### config.mk
export PLATFORM = sky130hd
export DESIGN_NAME = wb_crc32_master
export DESIGN_NICKNAME = d
export VERILOG_FILES = /design/src/rtl/wb_crc32_master.sv
export SDC_FILE = /design/constraint.sdc
export NUM_CORES = 1
export LEC_CHECK = 0
export BUFFER_PORTS_ARGS = -buffer_cell sky130_fd_sc_hd__clkbuf_2
export CORE_MARGIN = 2
export CORE_UTILIZATION = 47
export DETAILED_ROUTE_END_ITERATION = 8
export GPL_TIMING_DRIVEN = 0
export PLACE_DENSITY = 0.79
export SLEW_MARGIN = 20
export SYNTH_ARGS = -nofsm -noshare
export SYNTH_HDL_FRONTEND = slang
export SYNTH_SLANG_ARGS = --single-unit
### constraint.sdc
create_clock -name wb_clk_i -period 2.7 [get_ports wb_clk_i]
set_input_delay 0.81 -clock wb_clk_i [delete_from_list [all_inputs] [get_ports wb_clk_i]]
set_output_delay 0.81 -clock wb_clk_i [all_outputs]
set_load 0.05 [all_outputs]
### src/rtl/wb_crc32_master.sv
// Wishbone B4 classic initiator for the CRC32 register slave: soft reset,
// stream len words into the data register, then read the CRC back.
module wb_crc32_master #(
  parameter int          WB_AW    = 32,
  parameter int          WB_DW    = 32,
  parameter logic [31:0] CRC_BASE = 32'h0,
  parameter int          LEN_W    = 16,
  parameter int          RD_GAP   = 2,
  parameter int          TIMEOUT  = 255
) (
  input  logic             wb_clk_i,
  input  logic             wb_rst_n_i,
  input  logic             start_i,
  input  logic [LEN_W-1:0] len_i,
  input  logic [31:0]      s_data_i,
  input  logic             s_valid_i,
  output logic             s_ready_o,
  output logic             busy_o,
  output logic             done_o,
  output logic [31:0]      crc_o,
  output logic             err_o,
  output logic [WB_AW-1:0] wbm_adr_o,
  output logic [WB_DW-1:0] wbm_dat_o,
  output logic [3:0]       wbm_sel_o,
  output logic             wbm_we_o,
  output logic             wbm_cyc_o,
  output logic             wbm_stb_o,
  output logic [2:0]       wbm_cti_o,
  output logic [1:0]       wbm_bte_o,
  input  logic [WB_DW-1:0] wbm_dat_i,
  input  logic             wbm_ack_i,
  input  logic             wbm_err_i
);
  localparam int TW = $clog2(TIMEOUT + 1);
  localparam int GW = (RD_GAP > 1) ? $clog2(RD_GAP) : 1;

  typedef enum logic [2:0] {
    S_IDLE, S_RST_REQ, S_GAP, S_WR_WAIT, S_WR_REQ, S_RD_GAP, S_RD_REQ, S_DONE
  } state_e;

  state_e           state_q, state_d;
  logic [LEN_W-1:0] rem_q;
  logic [TW-1:0]    tmo_q;
  logic [GW-1:0]    gap_q;
  logic [31:0]      dat_q, crc_q;
  logic             err_q;
  logic             in_req, bus_ack, bus_err, tmo_hit;

  always_ff @(posedge wb_clk_i or negedge wb_rst_n_i) begin
    if (!wb_rst_n_i) state_q <= S_IDLE;
    else             state_q <= state_d;
  end

  // Bus outputs are decoded from the state flop, so an async reset drops cyc/stb at once.
  always_comb begin
    in_req  = (state_q == S_RST_REQ) || (state_q == S_WR_REQ) || (state_q == S_RD_REQ);
    bus_err = in_req && wbm_err_i;
    bus_ack = in_req && wbm_ack_i && !wbm_err_i;
    tmo_hit = in_req && !wbm_ack_i && !wbm_err_i && (tmo_q == TW'(TIMEOUT - 1));
    state_d   = state_q;
    wbm_adr_o = '0;
    wbm_we_o  = 1'b0;
    unique case (state_q)
      S_IDLE:    if (start_i) state_d = S_RST_REQ;
      S_RST_REQ: begin
        wbm_adr_o = WB_AW'(CRC_BASE + 32'h8);
        wbm_we_o  = 1'b1;
      end
      S_WR_REQ: begin
        wbm_adr_o = WB_AW'(CRC_BASE);
        wbm_we_o  = 1'b1;
      end
      S_RD_REQ:  wbm_adr_o = WB_AW'(CRC_BASE + 32'h4);
      S_GAP:     state_d = (rem_q != '0) ? S_WR_WAIT : S_RD_GAP;
      S_WR_WAIT: if (s_valid_i) state_d = S_WR_REQ;
      S_RD_GAP:  if (gap_q == GW'(RD_GAP - 1)) state_d = S_RD_REQ;
      S_DONE:    state_d = S_IDLE;
      default:   state_d = S_IDLE;
    endcase
    if (bus_err || tmo_hit)  state_d = S_DONE;
    else if (bus_ack)        state_d = (state_q == S_RD_REQ) ? S_DONE : S_GAP;
  end

  always_ff @(posedge wb_clk_i or negedge wb_rst_n_i) begin
    if (!wb_rst_n_i) begin
      rem_q <= '0;
      tmo_q <= '0;
      gap_q <= '0;
      dat_q <= '0;
      crc_q <= '0;
      err_q <= 1'b0;
    end else begin
      tmo_q <= (in_req && !wbm_ack_i && !wbm_err_i) ? tmo_q + 1'b1 : '0;
      gap_q <= (state_q == S_RD_GAP) ? gap_q + 1'b1 : '0;
      if (state_q == S_IDLE && start_i) begin
        rem_q <= len_i;
        err_q <= 1'b0;
        crc_q <= '0;
        dat_q <= 32'h1;  // soft-reset command word
      end
      if (state_q == S_WR_WAIT && s_valid_i) dat_q <= s_data_i;
      if (state_q == S_WR_REQ && bus_ack)    rem_q <= rem_q - 1'b1;
      if (state_q == S_RD_REQ && bus_ack)    crc_q <= wbm_dat_i[31:0];
      if (bus_err || tmo_hit) begin
        err_q <= 1'b1;
        crc_q <= '0;
      end
    end
  end

  assign wbm_cyc_o = in_req;
  assign wbm_stb_o = in_req;
  assign wbm_dat_o = WB_DW'(dat_q);
  assign wbm_sel_o = 4'hF;
  assign wbm_cti_o = 3'b000;
  assign wbm_bte_o = 2'b00;
  assign s_ready_o = (state_q == S_WR_WAIT);
  assign busy_o    = (state_q != S_IDLE);
  assign done_o    = (state_q == S_DONE);
  assign crc_o     = crc_q;
  assign err_o     = err_q;
endmodule

==> impl_metrics.csv <==
group,metric,value,unit
setup_path,r2r-start,"state_q[1]",
grt,grt_pass1_vias,3573,
sta,maxSlewHeadroom,45.5,%
placed_design,placed_area,5380,um2
placed_design,dpl_worst_slack,0.0982,ns
setup_path,crit_path_start_kind,"flop",
layout,final_util,63.6,%
routing,drt_iter0_markers,172,
grt,grt_overflow,0,
setup_path,r2r_end,"wbm_dat_o[0]",
min_path,hold_class,"flop to flop",
flow_run,drv_cap,0,
pwr,pwr_density_cell,1140,nW/um2
setup_path,rr_worst_depth,6,
layout,n_antenna_cell,0,
layout,fin_area,5600,um2
floorplanning,die_x,99.6,um
clock_network,numClockSinks,93,
routing,drt_first_pass_iters,4,
synthesis,syn-cell-area,4300,um2
setup_path,rrSetupSlack,0.40,ns
pwr,power_switching,3160,uW
setup_path,crit_chain,"clkbuf_4 -> nor2b_2 -> nor2_4 -> inv_1 -> buf_4 -> clkbuf_2",
sta,tightest_slew,0.811,ns
placed_design,dp_hpwl,7870,um
clock_network,clk_pin_slew,0.09,ns
setup_path,critical_path_required,1.89,ns
layout,multiInputGateArea,1720,um2
pwr,p_comb_share,51.3,%
layout,nFillCells,746,
synthesis,synth-async-reset-ratio,100,%
sta,fin_ws,0.124,ns
floorplanning,die_y,99.6,um
setup_path,worstSetupEndpointType,"primary output",
clock_network,cts_buffer_depth,2,
synthesis,yosysWarnings,0,
grt,grt_usage,21.7,%
layout,area_growth,30.3,%
clock_network,h-tree-depth,3,
routing,viasPerCell,5.10,
routing,wl_per_cell,14.9,um
pwr,switching_share,49.4,%
layout,layout.nets,681,
sta,skew,0.0118,ns
grt,grt_pass1_wl,17300,um
routing,drt-total-wl,10500,um
synthesis,ys_seq_area_share,54.1,%
routing,drc,0,
clock_network,hold_buffers,0,
routing,dr_total_vias,3590,
layout,drive_above_1_share,39.8,%
grt,grt_max_degree,94,
setup_path,critPathMaxFanout,10,
clock_network,cts_root_buf,"clkbuf_8",
clock_network,worstSkewPairLatency,0.35,ns
clock_network,cts_tree,"done",
synthesis,synth_cell_types,59,
synthesis,ys_seq_elements,93,
floorplanning,dieArea,9930,um2
synthesis,synth_ff_type,"dfrtp_1",
min_path,hold_depth,2,
pwr,seqPwrFrac,33.9,%
floorplanning,start_util,48.8,%
routing,ant_nets,0,
clock_network,cts_made_buffers,9,
synthesis,synth_edf_count,0,
sta,setup-violations-final,0,
pwr,vdd_drop_max,0.000727,V
status,status,"finished, final reports clean",
pwr,cellLeakagePower,0.00301,uW
sta,rsz0062_at_grt,"false",
min_path,hp-start,"err_o",
sta,fmax,388,MHz
min_path,worstHoldEndpoint,"err_o",
sta,fin_crit,2.58,ns
synthesis,avgSynthCellArea,11.2,um2
floorplanning,coreArea,8810,um2
setup_path,slowest_delay,0.46,ns
pwr,intPower,3240,uW
sta,fin_crit_sh,95.4,%
synthesis,synth_cells,385,
setup_path,slowest_stage,"dfrtp_2",
sta,hold_viol_final,0,
placed_design,finalWeightedCongestion,0.811,
setup_path,cp.arrival,1.77,ns
grt,antenna_found_initial,0,
sta,slew_viol_final,0,
placed_design,port-buffer-count,158,
layout,seq_area,2330,um2
floorplanning,rows,34,
pwr,power_frac_clock,14.7,%
setup_path,path_class,"flop to primary output",
floorplanning,io_pins,198,
-- cell type report --
type                            count  area share [%]
Clock inverter                      5            1.07
Timing Repair Buffer              158            14.3
Tap cell                          108            2.41
Sequential cell                    93            41.6
Multi-Input combinational cell    262            30.8
Clock buffer                       11            2.53
Buffer                             59            6.82
Inverter                            8           0.536
-- cells in the final DEF (no fill, tap or decap), types with 2 or more instances in the layout --
cell type | netlist | final
nand2_1 | 17 | 17
nand3_1 | 9 | 9
or3_1 | 5 | 5
nor2_1 | 34 | 33
o21ai_0 | 8 | 8
conb_1 | 2 | 39
dfrtp_1 | 93 | 92
o21ai_1 | 2 | 2
clkbuf_2 | 0 | 158
nor3_1 | 7 | 7
buf_4 | 40 | 40
clkbuf_1 | 14 | 14
clkbuf_8 | 0 | 11
xor2_1 | 5 | 5
or4_1 | 4 | 4
nor3_2 | 2 | 2
a21o_1 | 2 | 2
o211ai_1 | 6 | 6
nand2b_1 | 5 | 5
ha_1 | 4 | 4
xnor2_1 | 2 | 2
a22o_1 | 63 | 63
nand4_1 | 4 | 4
inv_1 | 8 | 8
clkinv_4 | 0 | 2
nor2b_1 | 3 | 2
and3_1 | 2 | 2
buf_2 | 5 | 4
o311ai_0 | 2 | 2
a21oi_1 | 5 | 5
-- worst max-delay path by stage --
stage,slack (ns),endpoint,from,cells after the start
after floorplan,0.04,wbm_stb_o,state_q[1],5
after global placement,-0.23,rem_q[5],wb_rst_n_i,1
after detailed placement,0.1,wbm_dat_o[13],s_valid_i,6
after global routing,0.04,wbm_stb_o,state_q[2],6
final,0.12,wbm_stb_o,state_q[2],6
after CTS,0.03,wbm_stb_o,state_q[2],6
-- power by group through the flow --
stage	sequential [uW]	combinational (uW)	clock, uW
finish	2170	3280	943
global route	2230	3520	1020
CTS	2160	3290	966
detailed placement	2170	3290	0
global placement	2160	3210	0
floorplan	3150	1500	0
-- cell families (layout without fill, tap and decap cells) --
group | after synthesis | after routing | synth area share (%)
and+or+nand+nor | 107 | 107 | 13.5
buffers and inverters | 67 | 241 | 9.49
muxes | 1 | 1 | 0.233
DFF | 93 | 93 | 54.1
other | 2 | 39 | 0.175
adders and majority gates | 4 | 4 | 1.16
xor gates and xnor gates | 7 | 7 | 1.43
AOI/OAI and AO/OA | 104 | 104 | 19.9
-- critical path, delay by kind of cell, from the launching register on --
family                 cells  cell delay, ns
buffers and inverters      4            0.60
and+or+nand+nor            2            0.34
DFF                        1            0.46
-- cells in the mapped netlist, drive strengths merged, types with 3 or more instances --
library cell	n	area (um2)
nand4	4	25.0
o211ai	6	45.0
nand2b	5	31.3
or4	5	41.3
a22o	63	552
o21ai	11	58.8
nor3	10	71.3
nand3	9	45.0
buf	45	325
clkbuf	14	52.6
dfrtp	93	2330
xor2	5	43.8
nor2	34	128
nor2b	3	18.8
nand2	18	70.1
ha	4	50.1
a21oi	5	25.0
inv	8	30.0
or3	6	42.5
-- state kept, by name (all words and copies together) (netlist names) --
signal and flops:
tmo_q 8, crc_o 32, state_q 3, wbm_dat_o 32
rem_q 16, gap_q 1, err_o 1
-- metal layers --
metal / share of wire (%) / global-route usage [%]
met5: 0 / 0
met1: 44 / 29.0
met2: 49 / 35.7
met4: 0.38 / 6.11
met3: 7.0 / 4.99
-- stage by stage --
step	cells	power [uW]	hold WS (ns)	setup TNS, ns
global route	704	6770	0.515	0
finish	704	6400	0.490	0
floorplan	422	4650	0.479	0
CTS	704	6410	0.496	0
detailed placement	688	5460	0.476	0
global placement	688	5380	0.468	-20.95
-- timing repair --
item,CTS,global route
setup buffers,0,0
gates resized for setup,1,6
endpoints found under the setup margin,1,3
No activity file was read; power rests on OpenSTA's default activity.
